`src/rtl/tff_seq_pkg.sv`:
```
// ============================================================================
// Module   : tff_seq_pkg
// Purpose  : Shared state encoding for the t_ff count sequencer.
// Revision : 1.0 - initial release
// ============================================================================
`default_nettype none

package tff_seq_pkg;

   localparam int TFF_SEQ_STATE_W = 2;

   typedef enum logic [TFF_SEQ_STATE_W-1:0] {
      IDLE = 2'd0,
      RUN  = 2'd1,
      HOLD = 2'd2,
      DONE = 2'd3
   } tff_seq_state_t;

endpackage

`default_nettype wire

```
`src/rtl/t_ff.sv`:
```
// ============================================================================
// Module   : t_ff
// Purpose  : Toggle flip-flop with synchronous active-high reset.
// Revision : 1.0 - initial release
// ============================================================================
`default_nettype none

module t_ff (
   input  logic clk,
   input  logic rst,
   input  logic t,
   output logic q,
   output logic qbar
);

   always_ff @(posedge clk) begin
      if (rst)
         q <= 1'b0;
      else if (t)
         q <= ~q;
   end

   assign qbar = ~q;

endmodule

`default_nettype wire

```
`src/rtl/tff_count_sequencer.sv`:
```
// ============================================================================
// Module   : tff_count_sequencer
// Purpose  : FSM driving a bank of t_ff cells as an up-counter to a latched
//            limit, with pause/abort. Optional macro TFF_SEQ_AUTORELOAD_EN
//            turns the terminal count into an auto-reload with a wrap pulse.
// Revision : 1.0 - initial release
// ============================================================================
`default_nettype none

module tff_count_sequencer
   import tff_seq_pkg::*;
#(
   parameter int WIDTH = 4
) (
   input  logic             clk,
   input  logic             rst,
   input  logic             start,
   input  logic             stop,
   input  logic [WIDTH-1:0] load_val,
   output logic [WIDTH-1:0] count,
   output logic             busy,
   output logic             done,
   output logic             wrap
);

   tff_seq_state_t   r_state;
   tff_seq_state_t   w_state_nxt;
   logic [WIDTH-1:0] r_limit;
   logic             w_latch;
   logic [WIDTH-1:0] w_t;
   logic [WIDTH-1:0] w_inc;
   logic [WIDTH-1:0] w_qbar_unused;
   logic             w_at_limit;
   logic             r_busy;
   logic             r_done;
   logic             w_busy_nxt;
   logic             w_done_nxt;
   logic             w_wrap_nxt;

   // Increment toggles: a bit flips when every lower bit is already one.
   genvar gi;
   generate
      for (gi = 0; gi < WIDTH; gi++) begin : g_inc
         if (gi == 0) begin : g_lsb
            assign w_inc[gi] = 1'b1;
         end else begin : g_upper
            assign w_inc[gi] = &count[gi-1:0];
         end
      end
   endgenerate

   generate
      for (gi = 0; gi < WIDTH; gi++) begin : g_bank
         t_ff u_t_ff (
            .clk  (clk),
            .rst  (rst),
            .t    (w_t[gi]),
            .q    (count[gi]),
            .qbar (w_qbar_unused[gi])
         );
      end
   endgenerate

   assign w_at_limit = (count == r_limit);

   always_comb begin
      w_state_nxt = r_state;
      w_t         = '0;
      w_latch     = 1'b0;
      w_wrap_nxt  = 1'b0;
      case (r_state)
         IDLE: begin
            if (start && !stop) begin
               w_latch = 1'b1;
               w_t     = count;
`ifdef TFF_SEQ_AUTORELOAD_EN
               w_state_nxt = RUN;
`else
               w_state_nxt = (load_val == '0) ? DONE : RUN;
`endif
            end
         end
         RUN: begin
            if (stop) begin
               w_state_nxt = HOLD;
            end else if (w_at_limit) begin
`ifdef TFF_SEQ_AUTORELOAD_EN
               w_t        = count;
               w_wrap_nxt = 1'b1;
`else
               w_state_nxt = DONE;
`endif
            end else begin
               w_t = w_inc;
            end
         end
         HOLD: begin
            if (stop) begin
               w_t         = count;
               w_state_nxt = IDLE;
            end else if (start) begin
               w_state_nxt = RUN;
            end
         end
         DONE:    w_state_nxt = IDLE;
         default: w_state_nxt = IDLE;
      endcase
   end

   // Status flags are registered from the next state so they never glitch on inputs.
   assign w_busy_nxt = (w_state_nxt == RUN) || (w_state_nxt == HOLD);
   assign w_done_nxt = (w_state_nxt == DONE);

   always_ff @(posedge clk) begin
      if (rst) begin
         r_state <= IDLE;
         r_limit <= '0;
         r_busy  <= 1'b0;
         r_done  <= 1'b0;
      end else begin
         r_state <= w_state_nxt;
         r_busy  <= w_busy_nxt;
         r_done  <= w_done_nxt;
         if (w_latch)
            r_limit <= load_val;
      end
   end

`ifdef TFF_SEQ_AUTORELOAD_EN
   logic r_wrap;

   always_ff @(posedge clk) begin
      if (rst)
         r_wrap <= 1'b0;
      else
         r_wrap <= w_wrap_nxt;
   end

   assign wrap = r_wrap;
`else
   logic w_wrap_unused;

   assign w_wrap_unused = w_wrap_nxt;
   assign wrap          = 1'b0;
`endif

   assign busy = r_busy;
   assign done = r_done;

endmodule

`default_nettype wire
```
`config.mk`:
```
export PLATFORM = sky130hd
export DESIGN_NAME = tff_count_sequencer
export DESIGN_NICKNAME = d
export VERILOG_FILES = /design/src/rtl/tff_seq_pkg.sv /design/src/rtl/t_ff.sv /design/src/rtl/tff_count_sequencer.sv
export SDC_FILE = /design/constraint.sdc
export NUM_CORES = 1
export LEC_CHECK = 0
export CAP_MARGIN = 40
export CORE_MARGIN = 1.5
export CORE_UTILIZATION = 30
export CTS_CLUSTER_SIZE = 25
export DETAILED_ROUTE_END_ITERATION = 12
export PLACE_DENSITY_LB_ADDON = 0.05
export SLEW_MARGIN = 10
export SYNTH_ARGS = -nofsm -noshare
export SYNTH_HDL_FRONTEND = slang
export SYNTH_SLANG_ARGS = --single-unit
```
`constraint.sdc`:
```
create_clock -name clk -period 2.3 [get_ports clk]
set_input_delay 0.46 -clock clk [delete_from_list [all_inputs] [get_ports clk]]
set_output_delay 0.46 -clock clk [all_outputs]
set_load 0.02 [all_outputs]
```
==> impl_metrics.toml, run 1 <==
[run_status]
status = "completed"

[yosys]
syn_nets = 77
ys_types = 29
yosys_warnings = 0
syn_inst = 68
synth.top_cell.area_share = 0.371
ys_ff_latch = 12
synthArstFlopShare = 0
synthTopCellsByCount = "dfxtp_1, nor2_1, buf_4, mux2i_1, xor2_1"
synth-main-ff-cell = "dfxtp_1"
synth-seq-area-share = 0.371
synth_area_um2 = 648
synth.most_common_cell = "dfxtp_1"
synth_area_leaders = "dfxtp_1, mux2i_1, buf_4"
synth_edf_count = 0
yosys.area.top_type = "dfxtp_1"
avgSynthCellArea_um2 = 9.53

[drt]
route.detailed.drc = 0
vias = 513
drtPass1Iterations = 4
vias_per_cell = 4.79
drt_iter0_drc = 4
totalWireLength_um = 1240
ant_nets = 0
wire_per_inst_um = 11.6

[global_routing]
first_global_vias = 452
grt_use_total = 0.115
grt-ovfl-total = 0
grt_max_degree = 12
grt_pass1_wl_um = 2100
antenna_found_initial = 0

[clock_network]
cts.repair.resized = 0
cts_setup_buffers = 0
htree_levels = 1
clkTransAtPathRegs_ps = 80
cts_tree = "built"
cts-buffers-inserted = 3
clock_latency_ps = 270
cts_hold_buf = 0
clock_path_buffers = 2
cts.sinks = 12
cts-root-buf = "clkbuf_4"

[critical_path]
max_stage_delay_ps = 560
path_max_fanout = 7
arrival_ps = 2040
reg2reg_depth = 6
cp.depth = 6
start_kind = "primary input"
cp_slowest_cell = "clkdlybuf4s50_1"
r2r_slack_ps = 540
r2r-start = "g_bank[2].u_t_ff.q"
crit_start = "stop"
cpLargestDelayFamily = "simple AND/OR/NAND/NOR gates"
worst_r2r_endpoint = "busy"
path_buf_inv = 1
critPathKind = "primary input to flop"
critical_path_required_ps = 2460
path_cells = "clkdlybuf4s50_1, nor4b_4, a21oi_1, nand2_1, ha_1, nor2b_1"
cp-end-kind = "flop"

[power_and_ir_drop]
leakagePower_uw = 0.000341
fin_total_pwr_uw = 419
powerDensity_nw_per_um2 = 519
vdd_drop_max_mv = 0.209

[timing]
finalSetupTns_ps = 0
finalCriticalPeriod_ps = 1870
finalCritPeriodShare = 0.813
holdWs_ps = 521
worst_pin_slew_ps = 485
hold_viol_final = 0
setup_viol = 0
slew_violations = 0
slew_headroom = 0.672
fin_skew_ps = 0.893
rsz0062_at_grt = "no"
fmax_ghz = 0.535

[final_layout]
drive_gt1_frac = 0.138
nets = 91
syn2layout_area_growth_pct = 24.7
antenna_cells = 0

[floorplan]
dieArea_um2 = 2450
start_util = 0.324
fp.dieH_um = 49.5
coreArea_um2 = 2000
row_count = 16
dieWidth_um = 49.5
ios = 15

[worst_hold_path]
min_path_type = "flop to flop"
hold_depth = 2
min-delay-start = "r_limit[3]"
whs_endpoint = "r_limit[3]"

[job]
cap_violations = 0

[placement]
hpwl_um = 946
port-buffer-count = 13
routabilityCongestion = 0.790
-- layer usage --
layer / share of wire / GRT usage
met4: 0.0097 / 0.0556
met5: 0 / 0
met2: 0.41 / 0.167
met3: 0.049 / 0.0364
met1: 0.53 / 0.155
-- power breakdown --
| part | internal, uW | leakage (uW) | switching [uW] |
|---|---|---|---|
| Combinational | 34.4 | 0.000230 | 32.0 |
| Clock | 60.4 | 0.0000138 | 71.0 |
| Sequential | 215 | 0.0000976 | 6.40 |
| Total | 310 | 0.000341 | 109 |
-- placed cells by master, fill, tap and decap left out, types with 2 or more instances in the layout --
cell type	n
clkdlybuf4s50_1	13
dfxtp_1	12
nor2_1	9
xor2_1	4
mux2i_1	4
nor2b_1	3
a21oi_1	3
and3_1	3
clkbuf_4	3
inv_1	2
nor4_1	2
nor4b_1	2
mux2_4	2
buf_4	2
-- sequential cells by signal, indices dropped and copies added, names as in the netlist --
register / cells
r_state: 2
busy: 1
g_bank.u_t_ff.q: 4
done: 1
r_limit: 4
-- metrics by stage --
stage	area [um^2]	std cells	utilization	worst slack, ps
after floorplan	648	68	-	708
after global placement	786	104	0.393	206
after detailed placement	786	104	0.393	177
after CTS	808	107	0.404	441
after global routing	808	107	0.404	291
final	808	107	0.404	429
-- worst reg2reg max path: cells and delay by family, from the launching register on --
| kind | cells | cell delay, ps |
|---|---|---|
| simple gates | 3 | 720 |
| flops | 1 | 420 |
| compound gates | 1 | 200 |
| xor+xnor | 1 | 110 |
| fa+ha+maj | 1 | 230 |
-- worst max-delay path by stage --
| stage | endpoint | slack (ps) |
|---|---|---|
| floorplan | busy | 710 |
| CTS | busy | 440 |
| finish | busy | 430 |
| detailed placement | busy | 180 |
| global placement | busy | 210 |
| global route | busy | 290 |
-- area by class of cell --
cell class / count / area [um^2]
Inverter: 2 / 7.51
Clock buffer: 3 / 22.5
Timing Repair Buffer: 15 / 145
Fill cell: 210 / 1190
Sequential cell: 12 / 240
Multi-Input combinational cell: 48 / 359
Tap cell: 27 / 33.8
-- logic make-up (layout without fill, tap and decap cells) --
logic type | count (synthesis) | in the layout | synth area share
muxes | 7 | 7 | 0.125
DFF | 12 | 12 | 0.371
xor gates and xnor gates | 4 | 4 | 0.0540
AOI/OAI and AO/OA | 7 | 7 | 0.0772
and+or+nand+nor | 28 | 28 | 0.272
buffers and inverters | 8 | 20 | 0.0753
adders and majority gates | 1 | 1 | 0.0193
other | 1 | 1 | 0.00579
(Power assumes the default switching activity.)
==> run 2, diff against run 1 <==
==> constraint.sdc (replaced) <==
create_clock -name clk -period 1.8 [get_ports clk]
set_input_delay 0.36 -clock clk [delete_from_list [all_inputs] [get_ports clk]]
set_output_delay 0.36 -clock clk [all_outputs]
set_load 0.02 [all_outputs]
==> run 2 against run 1 <==
First-iteration DRC count shrank 50%. Sequential cell count is the same. Sequential share of layout area fell by 2.2 points. Critical path depth is 5 lower. Non-clock buffer count increased by 5. Combinational power is 47% higher. Worst hold slack improved by 7.5 ps. Sequential power grew 29%. Die area unchanged. Cell area is 7.9% higher. Power increased by 42%. Critical path type is now flop to output port.
==> impl_metrics.toml, run 2 (synthesis results as in run 1) <==
[final_layout]
syn2layout_area_growth_pct = 34.6
top_regs = "g_bank.u_t_ff.q (4), r_limit (4), r_state (2)"
post-route-util = 0.436
antenna_cells = 0
nets = 96
mostFrequentLayoutCells = "clkdlybuf4s50_1, dfxtp_1, nor2_1, buf_4"
final_common_cell = "clkdlybuf4s50_1"
drive_gt1_frac = 0.221
final_cells = 113

[floorplan]
fp.dieH_um = 49.5
coreArea_um2 = 2000
start_util = 0.324
row_count = 16
ios = 15
dieArea_um2 = 2450
dieWidth_um = 49.5

[worst_hold_path]
min_path_type = "flop to flop"
min-delay-start = "r_limit[2]"
whs_endpoint = "r_limit[2]"
hold_depth = 2

[critical_path]
cp-end-kind = "output port"
critical_path_required_ps = 1440
start_kind = "flop"
cpLargestDelayFamily = "buffers and inverters"
cp_slowest_cell = "clkdlybuf4s50_1"
critPathKind = "flop to output port"
reg2reg_depth = 6
path_cells = "clkdlybuf4s50_1"
r2r_slack_ps = 170
path_buf_inv = 1
arrival_ps = 1380
r2r-start = "g_bank[1].u_t_ff.q"
max_stage_delay_ps = 650
worst_r2r_endpoint = "busy"
path_max_fanout = 7

[clock_network]
cts_hold_buf = 0
cts_setup_buffers = 0
clock_latency_ps = 270
cts.repair.resized = 0
cts-buffers-inserted = 3
clkTransAtPathRegs_ps = 80
htree_levels = 1
clock_path_buffers = 2
cts-root-buf = "clkbuf_4"
cts_tree = "built"
cts.sinks = 12

[placement]
hpwl_um = 1050
routabilityCongestion = 0.767
dp.cells = 109
post-place-ws_ps = -118
port-buffer-count = 13

[drt]
totalWireLength_um = 1340
drtPass1Iterations = 3
route.detailed.drc = 0
vias_per_cell = 4.60
wire_per_inst_um = 11.8
ant_nets = 0
drt_iter0_drc = 2
vias = 520

[job]
cap_violations = 0

[timing]
fmax_ghz = 0.576
hold_viol_final = 0
finalSetupTns_ps = 0
rsz0062_at_grt = "no"
slew_violations = 0
setup_viol = 0
finalCritPeriodShare = 0.965
finalCriticalPeriod_ps = 1740
setup_ws_ps = 63.0
fin_skew_ps = 1.86

[global_routing]
antenna_found_initial = 0
met3_usage = 0.0545
top_usage_layer = "met2"
met2_usage = 0.194
first_global_vias = 531
grt_max_degree = 12
grt_use_total = 0.132
grt-ovfl-total = 0
grt_pass1_wl_um = 2390
met1_usage = 0.174

[power_and_ir_drop]
fin_total_pwr_uw = 594
vdd_drop_max_mv = 0.318
powerDensity_nw_per_um2 = 681
leakagePower_uw = 0.000376

[run_status]
status = "completed"
## run 2: through the flow
step	cell area (um^2)	hold slack, ps
6_report	872	528
4_1_cts	860	530
5_1_grt	872	547
3_3_place_gp	823	511
2_1_floorplan	648	480
3_5_place_dp	823	508
## run 2: per-layer routing
layer	routed length, um	vias to the layer above
met5	0	-
met4	12	0
met3	66	2
met2	620	13
met1	638	232
li1	-	273
## run 2: where the power goes
group	switching, uW	total [uW]	internal [uW]
combinational	44.4	97.4	53.0
sequential	8.83	284	275
clock	90.1	213	123
total	143	594	451
## run 2: worst max path at each step
stage | cells after the start | endpoint | start
final | 1 | count[0] | g_bank[0].u_t_ff.q
after global routing | 1 | count[1] | g_bank[1].u_t_ff.q
after CTS | 1 | count[0] | g_bank[0].u_t_ff.q
after detailed placement | 6 | busy | stop
after global placement | 6 | busy | stop
after floorplan | 6 | busy | g_bank[2].u_t_ff.q
## run 2: layout make-up
class | instances | area [um^2]
Tap cell | 27 | 33.8
Clock buffer | 4 | 36.3
Fill cell | 210 | 1130
Inverter | 2 | 7.51
Sequential cell | 12 | 240
Multi-Input combinational cell | 48 | 372
Timing Repair Buffer | 20 | 183
